--- config.mk ---
export PLATFORM = sky130hd
export DESIGN_NAME = ps2_kbd_event_ctrl
export DESIGN_NICKNAME = d
export VERILOG_FILES = /design/src/rtl/ps2_kbd_pkg.sv /design/src/rtl/ps2_event_fifo.sv /design/src/rtl/ps2_kbd_event_ctrl.sv
export SDC_FILE = /design/constraint.sdc
export NUM_CORES = 1
export LEC_CHECK = 0
export ABC_AREA = 1
export CORE_AREA = 2 2 105 107
export CTS_CLUSTER_SIZE = 25
export DETAILED_ROUTE_END_ITERATION = 8
export DIE_AREA = 0 0 107 109
export PLACE_DENSITY_LB_ADDON = 0.25
export SYNTH_ARGS = -nofsm -noshare
export SYNTH_HDL_FRONTEND = slang
export SYNTH_HIERARCHICAL = 1
export SYNTH_SLANG_ARGS = --single-unit
--- constraint.sdc ---
create_clock -name clk -period 5.1 [get_ports clk]
set_input_delay 1.53 -clock clk [delete_from_list [all_inputs] [get_ports clk]]
set_output_delay 1.53 -clock clk [all_outputs]
set_load 0.02 [all_outputs]
--- src/rtl/ps2_kbd_pkg.sv ---
// -----------------------------------------------------------------------------
// ps2_kbd_pkg
// Shared definitions for the PS/2 keyboard event controller:
//   - Scan Code Set 2 prefix and status byte constants
//   - jog-key scan codes and the key_state bit mapping helper
//   - FSM state encoding and the 10-bit queued event record
// -----------------------------------------------------------------------------
package ps2_kbd_pkg;

  // Prefix bytes
  localparam logic [7:0] CODE_E0 = 8'hE0;  // extended prefix
  localparam logic [7:0] CODE_F0 = 8'hF0;  // break prefix
  localparam logic [7:0] CODE_E1 = 8'hE1;  // pause sequence prefix

  // Keyboard status / reply bytes
  localparam logic [7:0] CODE_AA = 8'hAA;  // BAT passed
  localparam logic [7:0] CODE_FA = 8'hFA;  // ACK
  localparam logic [7:0] CODE_FE = 8'hFE;  // resend request
  localparam logic [7:0] CODE_FC = 8'hFC;  // BAT failed
  localparam logic [7:0] CODE_FD = 8'hFD;  // BAT failed (alternate)
  localparam logic [7:0] CODE_00 = 8'h00;  // key detection error / overrun
  localparam logic [7:0] CODE_FF = 8'hFF;  // key detection error / overrun

  // Jog keys (arrows carry E0, space does not)
  localparam logic [7:0] KEY_UP     = 8'h75;
  localparam logic [7:0] KEY_DOWN   = 8'h72;
  localparam logic [7:0] KEY_LEFT   = 8'h6B;
  localparam logic [7:0] KEY_RIGHT  = 8'h74;
  localparam logic [7:0] KEY_SPACE  = 8'h29;

  // The 8-byte pause sequence is reported as a single extended 77 make
  localparam logic [7:0] PAUSE_CODE = 8'h77;
  localparam logic [2:0] SKIP_LEN   = 3'd7;  // bytes following E1

  localparam int EVENT_W = 10;

  typedef enum logic [1:0] {
    S_IDLE = 2'd0,
    S_EXT  = 2'd1,
    S_BRK  = 2'd2,
    S_SKIP = 2'd3
  } state_e;

  typedef struct packed {
    logic [7:0] code;
    logic       ext;
    logic       brk;
  } kbd_event_t;

  // One-hot key_state bit for a jog key, zero for anything else.
  function automatic logic [4:0] jog_mask(input logic [7:0] code, input logic ext);
    logic [4:0] m;
    m = '0;
    if (ext) begin
      case (code)
        KEY_UP:    m[0] = 1'b1;
        KEY_DOWN:  m[1] = 1'b1;
        KEY_LEFT:  m[2] = 1'b1;
        KEY_RIGHT: m[3] = 1'b1;
        default:   m = '0;
      endcase
    end else if (code == KEY_SPACE) begin
      m[4] = 1'b1;
    end
    return m;
  endfunction

endpackage

--- src/rtl/ps2_event_fifo.sv ---
// -----------------------------------------------------------------------------
// ps2_event_fifo
// Synchronous FIFO with a combinational head (first-word fall-through).
//   clk, reset_n : clock, asynchronous active-low reset
//   push, din    : write request and data; accepted when not full, or when a
//                  pop happens in the same cycle
//   pop          : read request; ignored when empty
//   dout         : head entry, forced to 0 while empty
//   count        : occupancy (one bit wider than the pointers)
//   empty        : count == 0
// -----------------------------------------------------------------------------
module ps2_event_fifo #(
  parameter int DEPTH = 4,
  parameter int WIDTH = 10
) (
  input  logic                     clk,
  input  logic                     reset_n,
  input  logic                     push,
  input  logic [WIDTH-1:0]         din,
  input  logic                     pop,
  output logic [WIDTH-1:0]         dout,
  output logic [$clog2(DEPTH):0]   count,
  output logic                     empty
);

  localparam int AW = $clog2(DEPTH);
  localparam int CW = AW + 1;

  logic [WIDTH-1:0] mem [DEPTH];
  logic [AW-1:0]    wr_ptr;
  logic [AW-1:0]    rd_ptr;
  logic             full;
  logic             do_push;
  logic             do_pop;

  assign empty   = (count == '0);
  assign full    = (count == CW'(DEPTH));
  assign do_pop  = pop & ~empty;
  // A pop frees the slot this same edge, so a full FIFO can still take a push.
  assign do_push = push & (~full | do_pop);

  // NOTE: sequential state is written with non-blocking assignments so every
  // flop samples the pre-edge values regardless of statement order.
  always_ff @(posedge clk or negedge reset_n) begin
    if (!reset_n) begin
      wr_ptr <= '0;
      rd_ptr <= '0;
      count  <= '0;
    end else begin
      if (do_push) wr_ptr <= wr_ptr + 1'b1;
      if (do_pop)  rd_ptr <= rd_ptr + 1'b1;
      case ({do_push, do_pop})
        2'b10:   count <= count + 1'b1;
        2'b01:   count <= count - 1'b1;
        default: count <= count;
      endcase
    end
  end

  // NOTE: the storage array has no reset; only the pointers and count define
  // which entries are live, and dout is masked while empty.
  always_ff @(posedge clk) begin
    if (do_push) mem[wr_ptr] <= din;
  end

  assign dout = empty ? '0 : mem[rd_ptr];

endmodule

--- src/rtl/ps2_kbd_event_ctrl.sv ---
// -----------------------------------------------------------------------------
// ps2_kbd_event_ctrl
// Assembles PS/2 Scan Code Set 2 bytes into key events and queues them.
//   clk, reset_n      : clock, asynchronous active-low reset
//   rx_done, rx_data  : one-cycle byte strobe and byte from the PS/2 receiver
//   ev_valid/ev_ready : event queue handshake (pop on valid & ready)
//   ev_code/ext/break : head event fields
//   key_state         : held jog keys {space, right, left, down, up}
//   bat_ok            : sticky, BAT-passed byte seen
//   err_flags         : sticky {overrun, BAT fail, inter-byte timeout, overflow}
//   clr_status        : clears bat_ok and err_flags
// -----------------------------------------------------------------------------
module ps2_kbd_event_ctrl
  import ps2_kbd_pkg::*;
#(
  parameter int FIFO_DEPTH     = 4,
  parameter int TIMEOUT_CYCLES = 2_000_000
) (
  input  logic       clk,
  input  logic       reset_n,
  input  logic       rx_done,
  input  logic [7:0] rx_data,
  output logic       ev_valid,
  input  logic       ev_ready,
  output logic [7:0] ev_code,
  output logic       ev_ext,
  output logic       ev_break,
  output logic [4:0] key_state,
  output logic       bat_ok,
  output logic [3:0] err_flags,
  input  logic       clr_status
);

  localparam int CW   = $clog2(FIFO_DEPTH) + 1;
  localparam int TO_W = $clog2(TIMEOUT_CYCLES);

  state_e          state, state_nxt;
  logic [2:0]      skip_cnt, skip_nxt;
  logic            ext_q, ext_nxt;
  logic [TO_W-1:0] to_cnt;
  logic            timeout_hit;

  logic            push;
  kbd_event_t      push_ev;
  kbd_event_t      head_ev;
  logic            pop;
  logic [CW-1:0]   fifo_count;
  logic            fifo_empty;
  logic            overflow;
  logic            set_bat;
  logic [3:0]      set_err;
  logic [4:0]      push_mask;

  assign timeout_hit = (state != S_IDLE) && (to_cnt == TO_W'(TIMEOUT_CYCLES - 1));

  // NOTE: every signal driven here gets a default first, so no path through
  // the case statements can leave a value held (which would infer a latch).
  always_comb begin
    state_nxt    = state;
    skip_nxt     = skip_cnt;
    ext_nxt      = ext_q;
    push         = 1'b0;
    push_ev.code = rx_data;
    push_ev.ext  = 1'b0;
    push_ev.brk  = 1'b0;
    set_bat      = 1'b0;
    set_err      = '0;

    if (rx_done) begin
      case (state)
        S_IDLE: begin
          case (rx_data)
            CODE_E0: state_nxt = S_EXT;
            CODE_F0: begin
              state_nxt = S_BRK;
              ext_nxt   = 1'b0;
            end
            CODE_E1: begin
              state_nxt = S_SKIP;
              skip_nxt  = SKIP_LEN;
            end
            CODE_AA:          set_bat    = 1'b1;
            CODE_FA, CODE_FE: set_bat    = 1'b0;
            CODE_FC, CODE_FD: set_err[2] = 1'b1;
            CODE_00, CODE_FF: set_err[3] = 1'b1;
            default:          push       = 1'b1;
          endcase
        end
        S_EXT: begin
          if (rx_data == CODE_F0) begin
            state_nxt = S_BRK;
            ext_nxt   = 1'b1;
          end else begin
            push        = 1'b1;
            push_ev.ext = 1'b1;
            state_nxt   = S_IDLE;
          end
        end
        S_BRK: begin
          push        = 1'b1;
          push_ev.ext = ext_q;
          push_ev.brk = 1'b1;
          state_nxt   = S_IDLE;
        end
        S_SKIP: begin
          // The last pause byte arrives with skip_cnt at 1 and takes it to 0.
          skip_nxt = skip_cnt - 1'b1;
          if (skip_cnt == 3'd1) begin
            push         = 1'b1;
            push_ev.code = PAUSE_CODE;
            push_ev.ext  = 1'b1;
            state_nxt    = S_IDLE;
          end
        end
        default: state_nxt = S_IDLE;
      endcase
    end else if (timeout_hit) begin
      state_nxt  = S_IDLE;
      set_err[1] = 1'b1;
    end
  end

  always_ff @(posedge clk or negedge reset_n) begin
    if (!reset_n) begin
      state    <= S_IDLE;
      skip_cnt <= '0;
      ext_q    <= 1'b0;
    end else begin
      state    <= state_nxt;
      skip_cnt <= skip_nxt;
      ext_q    <= ext_nxt;
    end
  end

  // Inter-byte timer: idle in S_IDLE, restarted by every byte.
  always_ff @(posedge clk or negedge reset_n) begin
    if (!reset_n) begin
      to_cnt <= '0;
    end else if (rx_done || state == S_IDLE || timeout_hit) begin
      to_cnt <= '0;
    end else begin
      to_cnt <= to_cnt + 1'b1;
    end
  end

  assign pop      = ev_valid & ev_ready;
  assign overflow = push && (fifo_count == CW'(FIFO_DEPTH)) && !pop;

  ps2_event_fifo #(
    .DEPTH (FIFO_DEPTH),
    .WIDTH (EVENT_W)
  ) u_fifo (
    .clk     (clk),
    .reset_n (reset_n),
    .push    (push),
    .din     (push_ev),
    .pop     (pop),
    .dout    (head_ev),
    .count   (fifo_count),
    .empty   (fifo_empty)
  );

  assign ev_valid = ~fifo_empty;
  assign ev_code  = head_ev.code;
  assign ev_ext   = head_ev.ext;
  assign ev_break = head_ev.brk;

  // Held keys follow the decoded event even when the queue drops it.
  assign push_mask = jog_mask(push_ev.code, push_ev.ext);

  always_ff @(posedge clk or negedge reset_n) begin
    if (!reset_n) begin
      key_state <= '0;
    end else if (push) begin
      if (push_ev.brk) key_state <= key_state & ~push_mask;
      else             key_state <= key_state | push_mask;
    end
  end

  // Sticky status: a clear discards any set arriving in the same cycle.
  always_ff @(posedge clk or negedge reset_n) begin
    if (!reset_n) begin
      bat_ok    <= 1'b0;
      err_flags <= '0;
    end else if (clr_status) begin
      bat_ok    <= 1'b0;
      err_flags <= '0;
    end else begin
      bat_ok    <= bat_ok | set_bat;
      err_flags <= err_flags | set_err | {3'b000, overflow};
    end
  end

endmodule

==> Word-level counts from Yosys, hierarchy flattened <==
Memory sizes are Yosys's and may differ from the RTL's.
Cells that the tools add are included.
Widths: inputs -> output; s select.
{ "totals": {"reg_bits": 44, "ram_bits": 40, "input_bits": 13, "wordCells": 121, "mem_count": 1} }
{ "classes": {"add_sub_neg": 6, "n_eq_ne": 27, "n_mux": 45, "n_bitwise": 12, "n_reduce_logical": 20} }
{ "mem_list": {"columns": ["name", "words", "width", "rd", "rd_ports_with_merged_regs", "write_ports", "line", "source"], "rows": [
  ["u_fifo.mem", 4, 10, 1, 0, 1, "ps2_event_fifo.sv:29", "logic [WIDTH-1:0] mem [DEPTH];"]
]} }
{ "ops": {"columns": ["cell", "n"], "rows": [
  ["$eq 8x8->1 const B", 9],
  ["$eq 8x7->1 const B", 4],
  ["$mux 1", 23],
  ["$add 21x1->21 const B", 1],
  ["$eq 21x21->1 const B", 1],
  ["$mux 21", 1],
  ["$mux 10", 2],
  ["$mux 2", 6],
  ["$pmux 3 s2", 2],
  ["$reduce_bool 2->1", 5],
  ["$reduce_or 10->1", 1],
  ["$mux 9", 1],
  ["$eq 8x6->1 const B", 1],
  ["$logic_not 8->1", 1],
  ["$mux 4", 2],
  ["$mux 8", 1],
  ["$pmux 2 s4", 1],
  ["$eq 2x2->1 const B", 3],
  ["$pmux 2 s3", 1],
  ["$reduce_and 3->1", 2],
  ["$sub 3x1->3 const B", 2],
  ["$and 5x5->5", 1],
  ["$mux 5", 1],
  ["$ne 5x3->1 const B", 1],
  ["26 further kinds", 37]
]} }

==> Logic depth before layout (Yosys ltp) <==
{ "logic_depth": {"depth_word": 10, "ltp_mapped": 15, "ltp_nobuf": 15} }

==> By module <==
The synthesis kept the hierarchy.
{ "modules_own_cells": {"columns": ["module", "instances", "cells_each", "area_per_inst_um2", "seq_area_each_um2"], "rows": [
  ["ps2_kbd_event_ctrl", 1, 330, 2332.2, 925.9],
  ["ps2_event_fifo", 1, 174, 2018.2, 1376.3]
]} }

==> Worst setup path before layout <==
Ideal clock, no wire load.
{ "synth_path": {"path_kind": "input port to flip-flop", "start": "input rx_data[6]", "end": "memory u_fifo.mem[0][0], enable pin", "setup_time_ps": 376, "arrival_ps": 3142, "slack_ps": 1581, "cell_stages": 8, "path_buffers": 0, "path_cell_list": "nand2_1 nor2_2 nand4_1 nand2_1 nor2_1 a21boi_0 o21ai_4 nor2_1"} }
{ "synth_between": {"elab_chain_cells": 8} }
{ "synth_lines": {"columns": ["item", "line", "source"], "rows": [
  ["start: declaration", "ps2_kbd_event_ctrl.sv:22", "input logic [7:0] rx_data,"],
  ["$eq 8x8->1 (tied with other cells)", "ps2_kbd_event_ctrl.sv:72, ps2_kbd_event_ctrl.sv:90", null],
  ["$reduce_or 10->1 (no source line)", null, null],
  ["$mux 1", "ps2_kbd_event_ctrl.sv:72", "case (rx_data)"],
  ["$pmux 1 s4 *", "ps2_kbd_event_ctrl.sv:70", "case (state)"],
  ["$mux 1 *", "ps2_kbd_event_ctrl.sv:69", "if (rx_done) begin"],
  ["via push", "ps2_kbd_event_ctrl.sv:43", "logic push;"],
  ["$and 1x1->1 *", "ps2_event_fifo.sv:40", "assign do_push = push & (~full | do_pop);"],
  ["$mux 1 *", "ps2_event_fifo.sv:63", "if (do_push) mem[wr_ptr] <= din;"],
  ["$mux 1 (implied by the code) *", "ps2_event_fifo.sv:63", null],
  ["end: declaration", "ps2_event_fifo.sv:29", null]
]} }
The timed path passes the listed nets; every way through them passes the cells marked *.

==> Worst setup path in the final report <==
{ "layout_path": {"start": "register u_fifo.rd_ptr[0]", "end": "output ev_code[0]"} }
{ "layout_between": {"elab_chain_cells": 2} }
{ "layout_lines": {"columns": ["item", "line", "source"], "rows": [
  ["start: declaration", "ps2_event_fifo.sv:31", "logic [AW-1:0] rd_ptr;"],
  ["start signal: assignment", "ps2_event_fifo.sv:51", "if (do_pop) rd_ptr <= rd_ptr + 1'b1;"],
  ["$mem_v2 4x10", null, null],
  ["$mux 10", "ps2_event_fifo.sv:66", "assign dout = empty ? '0 : mem[rd_ptr];"],
  ["end: declaration", "ps2_kbd_event_ctrl.sv:25", "output logic [7:0] ev_code,"]
]} }
Every way passes these cells.

==> metrics.csv <==
stage,metric,value,unit
global_route,Global Route Usage Sum,17.1,%
place,Placed Area,4820,um^2
sta,Layout Skew,10.5,ps
hold_path,Worst Hold Class,flip-flop to flip-flop,
worst_setup_path,R2R depth,13,
floorplanning,Die Span Y,109,um
clocking,"Reg clk slew, reported paths",90,ps
worst_setup_path,nature of the critical path endpoint,primary output,
clocking,Worst-Skew Late Latency,360,ps
global_route,pin count of the biggest net entering global routing,45,
floorplanning,Initial Utilization,41.0,%
worst_setup_path,CP Class,flip-flop to primary output,
yosys,Post-Syn Instances,504,
power,Reg power frac,40.5,%
routing,post-DR wirelength/cell,13.3,um
place,GP Congestion,0.880,
yosys,largest cells by area after synthesis,"edfxtp_1 28%, dfrtp_1 25%, nor2_1 9.0%, nand2_1 6.8%, inv_1 5.3%",
worst_setup_path,critical-path cell list,inv_2 -> o21ai_1 -> a21oi_1 -> clkdlybuf4s50_1,
clocking,TritonCTS clock tree,built,
power,Pwr Density,460,nW/um^2
global_route,initial antenna violation count,0,
routing,drt first pass iters,4,
yosys,Post-synth EDFFs,40,
finish,layout cell share with drive strength beyond 1,9.31,%
worst_setup_path,max incr delay on CP,690,ps
clocking,TritonCTS Buffers,9,
global_route,total grt overflow,0,
yosys,"Seq/Total Area, Yosys",52.9,%
clocking,CTS Sinks,84,
power,Internal Power,1450,uW
floorplanning,Die W,107,um
sta,Slew HR,34.4,%
sta,Fmax achieved,247,MHz
sta,period utilization,79.3,%
floorplanning,core region area,10600,um^2
sta,worst hold margin,507,ps
worst_setup_path,critical path depth,4,
finish,Final Cell Area,5050,um^2
sta,Fin. Hold Viols,0,
routing,Residual DRC,0,
yosys,Yosys top cell area share,27.6,%
yosys,synthesized cell area,4350,um^2
sta,TNS Setup,0,ps
power,combinational power share,36.4,%
power,clock network power share,23.1,%
routing,DR vias,3351,
yosys,"Net Count, Synth",525,
worst_setup_path,CP top delay family,buffers and inverters,
clocking,"Hold-fix buffers, CTS",0,
clocking,number of gates resized after CTS,0,
sta,"Slew Viols, Final",0,
yosys,warnings from Yosys,6,
worst_setup_path,Crit path required time,3570,ps
worst_setup_path,worst setup path endpoint,ev_code[0],
finish,layout net count,564,
worst_setup_path,FF-to-FF Start,skip_cnt[1],
worst_setup_path,CP startpoint,u_fifo/rd_ptr[0],
power,P_leak,0.00214,uW
yosys,"Primary FF master, synth",dfrtp_1,
worst_setup_path,CP max-delay cell,dfrtp_1,
worst_setup_path,critical path peak fanout,22,
power,sw frac,37.8,%
sta,RSZ-0062 raised after global routing,false,
clocking,"Setup Fix Bufs, Post-CTS",0,
power,Peak VDD IR,258,uV
place,I/O Buffers,33,
yosys,ys async rst share,52.4,%
yosys,Yosys reg bits,84,
power,NetSw,879,uW
routing,detailed-route wire length,9.17,mm
sta,Worst-Margin Slew,983,ps
sta,Setup Viol. Count Final,0,
finish,"Area growth, synth to finish",16.0,%
worst_setup_path,CP arrival,2510,ps
finish,filler instances,1024,
worst_setup_path,Worst Path Buf+Inv,2,
worst_setup_path,Reg2Reg Setup Slack,2440,ps
yosys,dominant cell type by area after synthesis,edfxtp_1,
flow_run,Max-Cap Viols,0,
place,HPWL after DPL,6.59,mm
worst_setup_path,Crit Reg-Reg Endpoint,u_fifo/count[1],
routing,Iter 0 DRT Violations,196,
floorplanning,Core Rows,38,
routing,antenna-violating nets left,0,
clocking,worst-case clock buffer depth,2,
finish,ANT cells,0,
global_route,vias in the first global route,3235,
routing,Vias/cell,4.87,
status,status,completed,
yosys,"Distinct cells, synth",38,
worst_setup_path,CP startpoint kind,flip-flop,
clocking,Root Driver,clkbuf_8,
yosys,Syn Area/Cell,8.63,um^2
global_route,first-pass GRT wire length,15.4,mm
floorplanning,die area,11700,um^2
finish,Util after Layout,47.6,%
floorplanning,Ports,34,
hold_path,HP Start,ext_q,
sta,Period minus WS final,4040,ps
clocking,H-tree depth,3,
[cells in the mapped netlist (2+ instances only)]
cell type / n
o21ai_2: 3
dfrtp_1: 44
nor2_2: 2
nor3b_1: 4
buf_4: 3
nand3_1: 29
inv_1: 61
nor3_2: 5
nand2_1: 79
nor3_1: 17
xor2_1: 9
nand4_1: 11
a21oi_1: 19
ha_1: 7
a31oi_1: 2
edfxtp_1: 40
o21ai_1: 24
buf_2: 4
nand2_2: 6
o21ai_0: 8
nor4_1: 2
nor2_1: 104
inv_2: 5
nand3_2: 2
[power groups by stage]
| stage | combinational, uW | clock (uW) | sequential (uW) |
|---|---|---|---|
| after floorplan | 599 | 0 | 909 |
| after global placement | 838 | 0 | 951 |
| final | 846 | 537 | 941 |
| after CTS | 860 | 552 | 941 |
| after detailed placement | 855 | 0 | 955 |
| after global routing | 952 | 576 | 953 |
[worst min path at each step]
stage	endpoint	cells past startpoint
global route	to_cnt[0]	1
finish	ext_q	2
global placement	skip_cnt[2]	2
floorplan	to_cnt[0]	1
detailed placement	ext_q	2
CTS	ext_q	2
[state kept, by name, indices dropped and copies added, names as in the netlist, named ones only]
name,flops
err_flags,4
u_fifo/count,3
ext_q,1
u_fifo/mem,40
skip_cnt,3
u_fifo/rd_ptr,2
u_fifo/wr_ptr,2
state,2
to_cnt,21
bat_ok,1
[placed cells by master (no fill, tap or decap), types with 3 or more instances in the layout]
cell type	instances
buf_4	4
nand2_2	6
edfxtp_1	40
o21ai_0	8
nand4_1	11
nor3_1	17
o21ai_1	24
clkbuf_8	9
nor3b_1	4
nor2_1	104
inv_1	61
clkinv_4	3
inv_2	5
xor2_1	9
nor3_2	5
dfrtp_1	44
nand2_1	79
o21ai_2	3
a21oi_1	19
clkdlybuf4s50_1	32
ha_1	7
nand3_1	29
[per-stage QoR]
stage	setup WS, ps	power, uW	std cells
6_report	1060	2320	688
5_1_grt	922	2480	688
4_1_cts	1060	2350	688
3_5_place_dp	813	1810	672
3_3_place_gp	941	1790	672
2_1_floorplan	1580	1510	504
[logic make-up (layout without fill, tap and decap cells)]
logic type / count (synthesis) / after routing / synth area share (%)
AO/OA/AOI/OAI: 60 / 60 / 7.74
buffers and inverters: 76 / 120 / 7.16
AND/OR/NAND/NOR: 266 / 266 / 27.7
XOR/XNOR: 10 / 10 / 2.01
flip-flops: 84 / 84 / 52.9
adder cells (fa/ha/maj): 8 / 8 / 2.47
[worst register-to-register path: stages (launching register included)]
cell      delay, ps
dfrtp_1         390
inv_1            80
ha_1            140
nand2_1          80
nand2_1         110
nand2_1          60
nor2_1          180
a21boi_0        610
inv_1           170
nand3_2         160
fa_1            430
inv_1            80
nand2_1          50
o21ai_1          60
[area by class of cell]
class	count	area [um^2]	share of cell area, %
Clock buffer	10	128	2.53
Clock inverter	6	97.6	1.93
Inverter	67	254	5.03
Multi-Input combinational cell	344	1740	34.4
Sequential cell	84	2300	45.6
Tap cell	140	175	3.47
Timing Repair Buffer	37	355	7.04
[per-layer routing]
metal / track usage [%] / wire length (um)
met5: 0 / 0
met3: 3.77 / 302
met2: 28.4 / 4350
met4: 5.66 / 127
met1: 22.2 / 4390
Power figures use the tool's default switching activity.
==> RTL change: new RTL, same flow settings <==
Make the reset (`reset_n`) synchronous in 5 clocked blocks. Comments in the files are not updated.
--- a/src/rtl/ps2_event_fifo.sv
+++ b/src/rtl/ps2_event_fifo.sv
@@ -43,3 +43,3 @@
   // flop samples the pre-edge values regardless of statement order.
-  always_ff @(posedge clk or negedge reset_n) begin
+  always_ff @(posedge clk) begin
     if (!reset_n) begin
--- a/src/rtl/ps2_kbd_event_ctrl.sv
+++ b/src/rtl/ps2_kbd_event_ctrl.sv
@@ -122,3 +122,3 @@
 
-  always_ff @(posedge clk or negedge reset_n) begin
+  always_ff @(posedge clk) begin
     if (!reset_n) begin
@@ -135,3 +135,3 @@
   // Inter-byte timer: idle in S_IDLE, restarted by every byte.
-  always_ff @(posedge clk or negedge reset_n) begin
+  always_ff @(posedge clk) begin
     if (!reset_n) begin
@@ -170,3 +170,3 @@
 
-  always_ff @(posedge clk or negedge reset_n) begin
+  always_ff @(posedge clk) begin
     if (!reset_n) begin
@@ -180,3 +180,3 @@
   // Sticky status: a clear discards any set arriving in the same cycle.
-  always_ff @(posedge clk or negedge reset_n) begin
+  always_ff @(posedge clk) begin
     if (!reset_n) begin
Check against the original RTL: differs if reset_n is asserted again (counterexample within 4 cycles, from zero or initial values and one cycle with reset_n low); with reset_n held inactive, the same outputs for 4 cycles.
==> RTL change against the unedited design <==
Wire length down 0.40%. Clock skew up 0.0057 ns. Core utilization down 1.5 points. Setup slack better by 0.041 ns. Area after synthesis down 3.1%. Die area unchanged. Count of clock-buffer cells in the layout down 1. Highest routed layer unchanged. Non-clock buffer count down 2. Largest cell class unchanged. First-iteration DRC count up 16%. Global-route usage down 0.16 points. Sequential cell count up 2. Cell area down 3.1%.
Power is not compared: it rests on default switching activity, and its combinational part moved more than twofold at a synthesized area within 25%.
==> RTL change: results (changes against the unedited design) <==
| Parameter | Value | Unit | vs unedited |
| --- | --- | --- | --- |
| FF-to-FF setup slack | 2.58 | ns | was 2.44 ns |
| Sequential share of the synthesized area | 50.3 | % | was 52.9% |
| Distinct cells, synth | 38 | - | unchanged |
| Post-synth top cells | sky130_fd_sc_hd__nor2_1, sky130_fd_sc_hd__nand2_1, sky130_fd_sc_hd__inv_1 | - | unchanged |
| Result of the run | complete, no violations | - | unchanged |
| Post-synthesis net count | 541 | - | was 525 |
| Metal3 WL | 364 | um | was 302 um |
| First-pass GRT wire length | 15200 | um | was 15400 um |
| Via count | 3363 | - | was 3351 |
| Worst clock skew on the final layout | 0.0162 | ns | was 0.0105 ns |
| Rel. slew slack | 42.8 | % | was 34.4% |
| Share of async-settable or async-resettable flops after synthesis | 0 | % | was 52.4% |
| Crit path largest cell delay | 0.68 | ns |  |
| Worst voltage drop across the vdd grid | 0.000132 | V |  |
| Sequential power share | 48.6 | % |  |
| Met2 WL post-DR | 4510 | um | was 4350 um |
| GRT Overall Usage | 16.9 | % | was 17.1% |
| Average wire per cell in the routed design | 13.1 | um | was 13.3 um |
| Filler Cells Inserted | 1036 | - | was 1024 |
| Top cell type's share of synthesized area | 28.5 | % | was 27.6% |
| Top cell family by delay on the critical path | simple AND/OR/NAND/NOR gates | - | was buffers and inverters |
| Leading register cell type out of synthesis | sky130_fd_sc_hd__dfxtp_1 | - | was sky130_fd_sc_hd__dfrtp_1 |
| Slowest CP cell | sky130_fd_sc_hd__nor2_1 | - | was sky130_fd_sc_hd__dfrtp_1 |
| Vias in the first global route | 3248 | - | was 3235 |
| Layout cell share with drive strength beyond 1 | 8.41 | % | was 9.31% |
| Global placer's final weighted congestion | 0.867 | - | was 0.880 |
| Pin count of the biggest net entering global routing | 22 | - | was 45 |
| Largest fanout of any net on the critical path | 10 | - | was 22 |
| Biggest area contributors in the synthesized netlist | sky130_fd_sc_hd__edfxtp_1, sky130_fd_sc_hd__dfxtp_1, sky130_fd_sc_hd__nor2_1, sky130_fd_sc_hd__nand2_1, sky130_fd_sc_hd__inv_1 | - | was sky130_fd_sc_hd__edfxtp_1, sky130_fd_sc_hd__dfrtp_1, sky130_fd_sc_hd__nor2_1, sky130_fd_sc_hd__nand2_1, sky130_fd_sc_hd__inv_1 |
| Initial drt markers | 228 | - | was 196 |
| Data arrival, critical path | 3.98 | ns | was 2.51 ns |
| Buffers inserted by post-CTS timing repair | 0 | - | unchanged |
| Number of antenna violations at the first check in global routing | 0 | - | unchanged |
| NumNets Final | 576 | - | was 564 |
| Met1 WL | 4170 | um | was 4390 um |
| Post-DP HPWL | 6900 | um | was 6590 um |
==> RTL change: changes by cell type in the layout (fill, tap and decap cells not counted), moves of 10 or more <==
cell | unedited run | this run
sky130_fd_sc_hd__dfxtp_1 | 0 | 46
sky130_fd_sc_hd__o21ai_1 | 24 | 5
sky130_fd_sc_hd__dfrtp_1 | 44 | 0
sky130_fd_sc_hd__a21oi_1 | 19 | 33
sky130_fd_sc_hd__nor3_1 | 17 | 7
sky130_fd_sc_hd__o21ai_0 | 8 | 29
==> RTL change: final cells by class <==
class	count	area (um2)	share of cell area [%]
multi-input combinational	353	1780	36.3
clock inverter	6	87.6	1.79
timing repair buffer	35	345	7.06
sequential	86	2120	43.4
inverter	70	263	5.37
clock buffer	9	124	2.53
tap	140	175	3.58
==> RTL change: metrics by stage <==
step	total power, mW	setup WS (ns)	instance area (um2)	instances	hold slack (ns)
after CTS	1.61	1.12	4890	699	0.464
after detailed placement	1.10	0.745	4680	684	0.452
after global placement	1.09	0.881	4680	684	0.432
after floorplan	0.982	1.78	4220	520	0.418
final	1.59	1.10	4890	699	0.454
after global routing	1.66	0.868	4890	699	0.472
==> RTL change: cells by family (layout without fill, tap and decap cells) <==
family	Yosys count	count (layout)	share of synthesized area (%)
AO/OA/AOI/OAI	77	77	9.82
XOR/XNOR	8	8	1.66
adder cells (fa/ha/maj)	8	8	2.55
buffers and inverters	81	120	7.54
flip-flops	86	86	50.3
AND/OR/NAND/NOR	260	260	28.1
==> RTL change: power groups by stage <==
stage | combinational, mW | clock (mW) | sequential (mW)
5_1_grt | 0.343 | 0.546 | 0.776
3_3_place_gp | 0.306 | 0 | 0.787
3_5_place_dp | 0.311 | 0 | 0.788
4_1_cts | 0.312 | 0.527 | 0.772
6_report | 0.310 | 0.508 | 0.772
2_1_floorplan | 0.201 | 0 | 0.780
==> RTL change: path summary, 6_finish.rpt <==
kind          startpoint               end  cells after the start
max           rx_data[3]  u_fifo/mem[3][6]                     11
min            to_cnt[0]         to_cnt[0]                      1
max reg2reg  skip_cnt[1]  u_fifo/mem[3][6]                      8
min reg2reg    to_cnt[0]         to_cnt[0]                      1
==> RTL change: per-layer routing <==
metal,track usage [%],vias to the layer above
li1,-,1753
met1,21.2,1534
met2,28.3,69
met3,4.00,7
met4,6.49,0
met5,0,-
